### config.mk
export PLATFORM = sky130hd
export DESIGN_NAME = mux4_rr_arbiter
export DESIGN_NICKNAME = d
export VERILOG_FILES = /design/src/rtl/mux4_rr_arbiter.sv
export SDC_FILE = /design/constraint.sdc
export NUM_CORES = 1
export LEC_CHECK = 0
export CELL_PAD_IN_SITES_DETAIL_PLACEMENT = 1
export CELL_PAD_IN_SITES_GLOBAL_PLACEMENT = 2
export CORE_AREA = 3 3 63 59
export CTS_CLUSTER_SIZE = 20
export DETAILED_ROUTE_END_ITERATION = 8
export DIE_AREA = 0 0 66 62
export HOLD_SLACK_MARGIN = 0.12
export PLACE_DENSITY = 0.75
export SLEW_MARGIN = 20
export SYNTH_ARGS = -nofsm -noshare
export SYNTH_HDL_FRONTEND = slang
export SYNTH_SLANG_ARGS = --single-unit
export TNS_END_PERCENT = 10
### constraint.sdc
create_clock -name clk_i -period 1.4 [get_ports clk_i]
set_input_delay 0.42 -clock clk_i [delete_from_list [all_inputs] [get_ports clk_i]]
set_output_delay 0.42 -clock clk_i [all_outputs]
set_load 0.01 [all_outputs]
### src/rtl/mux4_rr_arbiter.sv
// Round-robin owner of a shared dual 1-of-4 mux: drives SEL/EN, returns a one-hot grant,
// time-boxes contended grants to HOLD cycles and inserts one EN-low gap between owners.
module mux4_rr_arbiter #(
    parameter int HOLD = 8
) (
    input  logic       clk_i,
    input  logic       rst_i,
    input  logic [0:3] req_i,
    output logic [0:1] sel_o,
    output logic       en_o,
    output logic [0:3] gnt_o,
    output logic       busy_o
);
    localparam int CW = $clog2(HOLD) + 1;
    localparam logic [CW-1:0] CNT_MAX = CW'(HOLD - 1);

    typedef enum logic [1:0] {
        S_IDLE  = 2'd0,
        S_GRANT = 2'd1,
        S_GAP   = 2'd2
    } state_t;

    state_t        state_q, state_d;
    logic [1:0]    owner_q, owner_d;
    logic [1:0]    last_q, last_d;
    logic [CW-1:0] cnt_q, cnt_d;

    logic [1:0] cand [4];
    logic [3:0] cand_req;
    logic [3:0] other_req;
    logic [1:0] win;
    logic       win_valid;
    logic       others;
    logic [0:3] gnt_d;

    // Candidate k is LAST+k+1 mod 4, so the previous owner is always examined last.
    generate
        for (genvar gi = 0; gi < 4; gi++) begin : g_cand
            assign cand[gi]      = last_q + 2'(gi + 1);
            assign cand_req[gi]  = req_i[cand[gi]];
            assign other_req[gi] = req_i[gi] && (owner_q != 2'(gi));
            assign gnt_d[gi]     = (state_d == S_GRANT) && (owner_d == 2'(gi));
        end
    endgenerate

    assign win_valid = |cand_req;
    assign others    = |other_req;

    always_comb begin
        win = cand[3];
        for (int k = 3; k >= 0; k--) begin
            if (cand_req[k]) begin
                win = cand[k];
            end
        end
    end

    always_comb begin
        state_d = state_q;
        owner_d = owner_q;
        last_d  = last_q;
        cnt_d   = cnt_q;
        case (state_q)
            S_GRANT: begin
                if (!req_i[owner_q]) begin
                    state_d = S_GAP;
                end else if ((cnt_q == CNT_MAX) && others) begin
                    state_d = S_GAP;
                end else if (cnt_q != CNT_MAX) begin
                    cnt_d = cnt_q + CW'(1);
                end
            end
            default: begin
                // IDLE and GAP both arbitrate; owner is kept on a miss so SEL stays quiet.
                if (win_valid) begin
                    state_d = S_GRANT;
                    owner_d = win;
                    last_d  = win;
                    cnt_d   = '0;
                end else begin
                    state_d = S_IDLE;
                end
            end
        endcase
    end

    always_ff @(posedge clk_i or posedge rst_i) begin
        if (rst_i) begin
            state_q <= S_IDLE;
            owner_q <= 2'd0;
            last_q  <= 2'd3;
            cnt_q   <= '0;
            sel_o   <= 2'b00;
            en_o    <= 1'b0;
            gnt_o   <= 4'b0000;
            busy_o  <= 1'b0;
        end else begin
            state_q <= state_d;
            owner_q <= owner_d;
            last_q  <= last_d;
            cnt_q   <= cnt_d;
            sel_o   <= owner_d;
            en_o    <= (state_d == S_GRANT);
            gnt_o   <= gnt_d;
            busy_o  <= (state_d != S_IDLE);
        end
    end
endmodule

# == Yosys cells after proc, flatten, opt, wreduce, memory -nomap -nowiden ==
# Cells that the tools add are included.
# totals
reg_bits,16
out_inout_bits,8
word_cells,81
input_bits,6
# op_classes
n_reduce_logical,17
bitwise,6
eq_ne,13
n_addsub,4
muxes,29
order_cmp,5
# op_table
operator,n
two-way mux 4 bit,5
two-way mux 2 bit,8
"greater-or-equal comparator 3 bit, second input constant",5
NOT 2 -> 3 bit,5
two-way mux 1 bit,11
binary-select mux 1 bit (select 2 bit),5
"inequality test 2 bit, second input constant",5
logical AND 1 bit,9
OR reduction 4 bit,2
"== test 2 x 1 -> 1 bit, second input constant",3
nonzero test 2 bit,3
"adder 2 bit, second input constant",2
"adder 4 x 1 -> 4 bit, second input constant",1
"== test 2 bit, second input constant",2
"== test 4 x 3 -> 1 bit, second input constant",1
"inequality test 4 x 3 -> 1 bit, second input constant",1
AND reduction 4 bit,1
"adder 2 x 1 -> 2 bit, second input constant",1
logical NOT 2 bit,1
"inequality test 2 x 1 -> 1 bit, second input constant",1
AND reduction 2 bit,1
NOT 1 bit,1

# == Longest topological paths before layout ==
# Gate-level depths: netlist (run 1).
# depth
ltp_word,12
depth_mapped,6
ltp_nobuf,6

# == Worst setup path after synthesis (run 1) ==
# No wires, ideal clock.
# synth_path
path_kind,register to register
start,reg owner_q[0]
end,reg gnt_o[1] (netlist name)
required_time_ns,1.267
synth_period_minus_slack_ns,1.554
arrival_time_ns,1.421
setup_time_ns,0.133
path_stages_with_launch,6
path_slack_ns,-0.154
n_path_buf,1
cell_sequence,dfrtp_1 -> buf_6 -> mux4_2 -> nor2b_4 -> a21oi_4 -> nor3_1
# synth_via
elab_chain_cells,9
elab_cells_between_ends,22
cone_classes,5 x eq/ne; 8 x mux; 1 x bitwise; 8 x reduce/logical
# synth_lines
element,line,rtl
from (decl),24,"logic [1:0] owner_q, owner_d;"
from (signal assigned),99,owner_q <= owner_d;
inequality test 2 x 1 -> 1 bit (tied with other cells),41,assign other_req[gi] = req_i[gi] && (owner_q != 2'(gi));
logical AND 1 bit,41,
OR reduction 4 bit,47,assign others = |other_req;
logical AND 1 bit,67,end else if ((cnt_q == CNT_MAX) && others) begin
two-way mux 2 bit,67,
two-way mux 2 bit,65,if (!req_i[owner_q]) begin
two-way mux 2 bit,63,case (state_q)
== test 2 x 1 -> 1 bit,42,assign gnt_d[gi] = (state_d == S_GRANT) && (owner_d == 2'(gi));
logical AND 1 bit (*),42,
"net gnt_d, one bit",34,logic [0:3] gnt_d;
to (signal assigned),104,gnt_o <= gnt_d;
to (decl),11,"output logic [0:3] gnt_o,"
# Mark *: on every way through the listed nets, which the timed path passes. The rest lies on a longest branch. The select of a mux whose other input is x is not followed.
# A chain may end at the register's enable or synchronous reset.

# == Worst setup path after layout (run 1) ==
# layout_path
start,reg owner_q[0]
end,reg gnt_o[3] (netlist name)
# The elaborated chain is that of the path after synthesis.

==> results of run 1 <==
flip-flops by register name, indices dropped and copies added, names as in the netlist:
| name | flops |
|---|---|
| state_q | 2 |
| owner_q | 2 |
| en_o | 1 |
| busy_o | 1 |
| gnt_o | 4 |
| cnt_q | 4 |
| last_q | 2 |
power by group:
group	internal, mW	leakage [nW]	switching (mW)
Sequential	0.666	0.195	0.113
Clock	0.0999	0.0138	0.139
Combinational	1.00	0.417	0.909
Total	1.77	0.626	1.16
layer usage:
metal  wire [um]  GRT usage, %  share of wire, %  vias up
met4          41          6.09               1.6        0
met1        1150          17.7                46      420
met3          57          1.62               2.3        6
met5           0             0                 0        -
li1            -             -                 -      413
met2        1240          24.9                50       20
worst register-to-register path, cell delays in order, from the launching register on:
cell and delay, ps:
dfrtp_1 380, buf_6 110, mux4_2 510, nor2b_4 170, a21oi_4 240, nor4_2 80
what timing repair did:
item / CTS / global route
buffers inserted: 2 / 2
pin swaps: 2 / 6
endpoints found under the hold margin: 0 / 0
setup endpoints to repair: 23 / 17
resized for setup: 21 / 17
cell usage after synthesis, drive strengths merged:
cell type | count | area share [%]
o21ba | 1 | 1.1
nor4 | 2 | 2.0
nor3b | 2 | 1.6
ha | 1 | 1.4
inv | 5 | 2.0
dfstp | 2 | 5.7
mux4 | 1 | 2.4
a22oi | 1 | 0.81
nand3 | 5 | 2.7
a21oi | 6 | 4.9
nand2b | 2 | 1.6
a32oi | 1 | 0.95
or3 | 2 | 1.4
a221oi | 1 | 0.95
a21boi | 1 | 1.2
o31ai | 3 | 3.0
o211ai | 1 | 0.81
or3b | 1 | 0.95
mux2 | 1 | 1.2
nand3b | 2 | 1.6
nor3 | 2 | 1.1
mux2i | 2 | 2.2
nor2b | 5 | 5.3
nor2 | 11 | 5.6
nand2 | 6 | 2.7
dfrtp | 14 | 38
buf | 3 | 3.3
o21ai | 6 | 3.7
final cells by class:
| type | instances | area [sq um] |
|---|---|---|
| sequential | 16 | 403 |
| timing repair buffer | 45 | 373 |
| fill | 348 | 1660 |
| tap | 42 | 52.6 |
| inverter | 5 | 18.8 |
| clock buffer | 3 | 22.5 |
| multi-input combinational | 66 | 533 |
per-stage QoR:
step                      cells  hold slack, ps  power (mW)  cell area (sq um)
final                       177             429        2.93               1400
after floorplan              90             332        1.71                923
after global placement      171             531        2.38               1290
after detailed placement    171             539        2.48               1290
after global routing        177             433        3.18               1400
after CTS                   176             429        2.77               1350
how the worst max path moves through the flow:
stage | to | slack, ps | depth (start not counted)
2_1_floorplan | gnt_o[1] | -150 | 5
3_3_place_gp | gnt_o[2] | -710 | 6
3_5_place_dp | gnt_o[3] | -800 | 7
4_1_cts | gnt_o[0] | -200 | 5
5_1_grt | gnt_o[2] | -260 | 6
6_report | gnt_o[3] | -190 | 5
logic make-up (layout without fill, tap and decap cells):
logic type                 Yosys count  count (layout)  share of synthesized area [%]
AOI/OAI and AO/OA                   21              21                           17.3
adders and majority gates            1               1                           1.35
buffers and inverters                8              53                           5.28
DFF                                 16              16                           43.6
muxes                                4               4                           5.83
and+or+nand+nor                     40              40                           26.6
layout by cell type (no fill, tap or decap), drive strengths merged, types with 2 or more instances in the layout:
cell type / instances
nand2b: 2
nor4: 2
o31ai: 3
nand3: 5
or3: 2
clkdlybuf4s15: 2
mux2i: 2
nand3b: 2
dlygate4sd2: 7
nand2: 6
dfrtp: 14
o21ai: 6
clkbuf: 5
nor2b: 5
inv: 5
buf: 33
a21oi: 6
dfstp: 2
nor2: 11
nor3b: 2
nor3: 2
==> impl_results.md, run 1 <==
* Sequential area share after synthesis at between 40% and 50%
* Synth Register Bits at 16
* Pre-CTS WS at -795 ps
* Area grow syn2layout at 51.9%
* Detailed Place HPWL at around 2 mm
* Cell depth of the worst flop-to-flop path at 5
* Arr. time, crit path at approximately 1800 ps
* I/O Buffers at 13
* Final core utilization at 45.7%
* CTS max path bufs at 2
* GRT Util Overall at between 10 and 15%
* Fmax at around 630 MHz
* GP Congestion at ~0.80
* Slowest CP cell: mux4_2
* Post-synthesis cell count at 90
* Clk sinks at 16
* First-pass GRT wire length at approximately 4.2 mm
* Synth warn at 0
* Final TNS setup at -1670 ps
* CTS tree: built
* Total CTS buffers at 3
* Total gr overflow at 0
* Root buffer cell: clkbuf_4
* Critical Path Fanout Max at 6
* Failing checks: setup timing
* Max-Cap Viols at 0
* Status: finished, violations left
* Worst skew pair latency at roughly 280 ps
* Synthesized area at roughly 920 sq um
* Routed WL at 2.50 mm
* Worst r2r dst: gnt_o[3]
* Mean Syn Cell Area at around 10 sq um
* Ant diodes at 0
* Final net count at approximately 140
* Top Ports at 14
* Hold Crit Class: in2async
* Hold buffers post-CTS at 0
* Vias post-DR at ~860
* Setup ws final at -194 ps
* Worst-Margin Slew at slightly below 300 ps
* RSZ-0062 raised after global routing: yes
* Max incr delay on CP at a little over 500 ps
* Static Leakage at roughly 0.63 nW
* DRT antenna net count at 0
* Worst Skew at approximately 1.0 ps
* Std cell rows at 19
* Final setup fails at 13
* Htree depth at 1
* Fin crit share at 114%
* Delay-heaviest family, CP: multiplexers
* Drt wl/cell at ~14 um
* Core ar. at ~3100 sq um
* Initial Util at between 30% and 40%
* Die ar. at slightly above 4000 sq um
* Layout cell share with drive strength beyond 1 at approximately 50%
* First-pass DRT Iterations at 4
* Max-slew violation count at 0
* Worst vdd ir at between 1 and 1.5 mV
* Unique cell type count in the Yosys netlist at 41
* Final Hold Fails at 0
* P per Cell Area at 2090 nW/um^2
* Synthesized Nets at 97
* Kind of end point of the critical path: register
* CP Class: reg2reg
* R2r startpoint: owner_q[0]
* Chip width at roughly 66 um
* Iter 0 DRT Violations at 30
* Worst Path Buf+Inv at 1
* Initial antenna violation count at 0
* Slew headroom at 80.6%
* FF-to-FF setup slack at -190 ps
* Crit. Startpoint: owner_q[0]
* Cells along the critical path: buf_6 -> mux4_2 -> nor2b_4 -> a21oi_4 -> nor4_2
* Remaining DRCs at 0
* Critical path launch point type: register
* Worst endpoint required time at ~1600 ps
* Maximum number of pins on one net before global-route repair at 17
* Vias in the first global route at ~850
* Reg clk slew, reported paths at around 90 ps
* DR vias/cell at about 4.9
* Fin crit period at 1590 ps
* Die Ht at 62 um
(Power assumes the default switching activity.)
==> run 2, diff against run 1 <==
- CAP_MARGIN: default -> 20
==> results of run 2 <==
Final layout, timing and power as in run 1 (identical DEF).
==> run 3, diff against run 2 <==
- CELL_PAD_IN_SITES_DETAIL_PLACEMENT: 1 -> default
- CELL_PAD_IN_SITES_GLOBAL_PLACEMENT: 2 -> default
- CORE_AREA: 3 3 63 59 -> 3 3 41 61
- DIE_AREA: 0 0 66 62 -> 0 0 44 64
- PLACE_DENSITY: 0.75 -> 0.73
==> impl_results.md, run 3 (synthesis gave the netlist of run 1 again) <==
* Status: finished, violations left
* Failing checks: setup timing
* Part of the power in combinational logic at 58.7%
* Fin crit share at 111%
* Total CTS buffers at 3
* Initial antenna violation count at 0
* I/O Buffers at 13
* Worst Skew at about 9.8 ps
* Reg clk slew, reported paths at 100 ps
* Std cell rows at 20
* Maximum number of pins on one net before global-route repair at 17
* First-pass GRT wire length at ~3.3 mm
* Routed WL at 1.98 mm
* Worst skew pair latency at around 290 ps
* Kind of end point of the critical path: register
* CP Class: reg2reg
* Critical path launch point type: register
* Fmax at ~640 MHz
* Most common cell after layout, fill and taps aside: buf_4
* CTS max path bufs at 2
* Clk sinks at 16
* Hold Crit Class: in2async
* Static Leakage at approximately 0.58 nW
* Die Ht at between 60 and 70 um
* Die ar. at around 2800 sq um
* Fin crit period at 1560 ps
* Final Hold Fails at 0
* Chip width at about 44 um
* Worst-Margin Slew at about 300 ps
* Vias post-DR at between 700 and 800
* Initial Util at 45.0%
* Hold buffers post-CTS at 0
* Clock Power Share at between 10 and 15%
* GP Congestion at about 0.82
* Max-Cap Viols at 0
* Worst endpoint required time at roughly 1600 ps
* DRT antenna net count at 0
* GRT Util Overall at around 15%
* Non-Filler Instances at 150
* Total gr overflow at 0
* Layout cell share with drive strength beyond 1 at between 40% and 50%
* Total Power at 2.72 mW
* Final setup fails at 12
* DR vias/cell at between 5 and 6
* Vias in the first global route at 829
* Fillers at approximately 180
* P per Cell Area at about 2100 nW/um^2
* Cell depth of the worst flop-to-flop path at 5
* Most frequent cells in the layout: buf_4, dfrtp_1, dlygate4sd2_1
* Area of the multi-input gates at 524 sq um
* Htree depth at 1
* Seq pwr share at a little under a third
* Worst vdd ir at between 1 and 1.5 mV
* Iter 0 DRT Violations at 18
* DP Cell Count at 145
* Root buffer cell: clkbuf_4
* Top flop regs: cnt_q: 4 flops, gnt_o: 4 flops
* Arr. time, crit path at between 1500 and 2000 ps
* RSZ-0062 raised after global routing: yes
* P_sw at between 1 and 1.5 mW
* Critical Path Fanout Max at 6
* Area grow syn2layout at 41.6%
* Sw Ratio at approximately two fifths
* Power Internal at 1.68 mW
* Slew headroom at about 80%
* Top Ports at 14
* Drt wl/cell at around 13 um
* Core ar. at around 2000 sq um
* Remaining DRCs at 0
* Final net count at 136
* Setup ws final at -155 ps
* Sequential cell area at slightly above 400 sq um
* Detailed Place HPWL at 1.50 mm
* First-pass DRT Iterations at 4
* Max-slew violation count at 0
* CTS tree: built
* Ant diodes at 0
run 3: cell types whose count changed in the layout (fill, tap and decap cells not counted), moves of 2 or more:
cell | previous run | this run
o21ai_0 | 3 | 0
buf_4 | 29 | 23
clkdlybuf4s15_1 | 2 | 0
nor2_2 | 3 | 1
o21ai_1 | 0 | 3
nor2_1 | 7 | 9
a21oi_1 | 3 | 1
dlygate4sd2_1 | 7 | 11
a21oi_2 | 2 | 4
buf_6 | 3 | 1
clkbuf_2 | 2 | 0
dfrtp_2 | 0 | 2
dfrtp_1 | 14 | 12
run 3: repair_timing:
| item | CTS | global route |
|---|---|---|
| buffers inserted | 1 | 0 |
| gates resized for setup | 23 | 11 |
| endpoints found under the setup margin | 23 | 16 |
| pin swaps | 1 | 0 |
| cloned | 0 | 0 |
run 3: worst max-delay path, cell delays in order, from the launching register on:
cell	delay, ps
dfrtp_2	370
buf_6	110
mux4_2	510
nor2b_4	170
a21oi_4	210
nor3_1	70
run 3: through the flow:
stage | util [%] | TNS [ps] | worst slack (ps) | area, sq um | hold WS (ps)
after CTS | 62.4 | -1330 | -184 | 1280 | 418
after detailed placement | 59.6 | -9000 | -703 | 1220 | 494
after global placement | 59.6 | -8730 | -685 | 1220 | 489
final | 63.7 | -1290 | -155 | 1310 | 412
after floorplan | - | -1200 | -154 | 923 | 332
after global routing | 63.7 | -2540 | -250 | 1310 | 458
run 3: routing by layer:
metal	up-vias	GRT usage (%)	wire (um)
met5	-	0	0
met4	0	9.06	47
met3	5	3.38	52
met2	11	27.7	1180
met1	377	15.2	700
li1	396	-	-
run 3: final timing paths:
path,from,end,slack (ps)
min in group clk_i,cnt_q[3],cnt_q[3],510
min,rst_i,busy_o,410
min reg2reg,cnt_q[3],cnt_q[3],510
max,owner_q[0],gnt_o[1],-160
max reg2reg,owner_q[0],gnt_o[1],-160
max in group asynchronous,rst_i,last_q[0],750
run 3: cell type report:
| type | count | share of cell area [%] |
|---|---|---|
| repair buffers | 37 | 22.6 |
| inverters | 5 | 1.44 |
| clock buffers | 4 | 2.78 |
| well taps | 22 | 2.11 |
| multi-input cells | 66 | 40.1 |
| flip-flops and latches | 16 | 31.0 |
run 3: power by group through the flow:
stage | logic (mW) | clock network (mW) | registers (mW)
finish | 1.60 | 0.306 | 0.818
CTS | 1.55 | 0.311 | 0.813
global placement | 1.51 | 0 | 0.829
detailed placement | 1.53 | 0 | 0.833
global route | 1.76 | 0.329 | 0.845
floorplan | 0.899 | 0 | 0.816
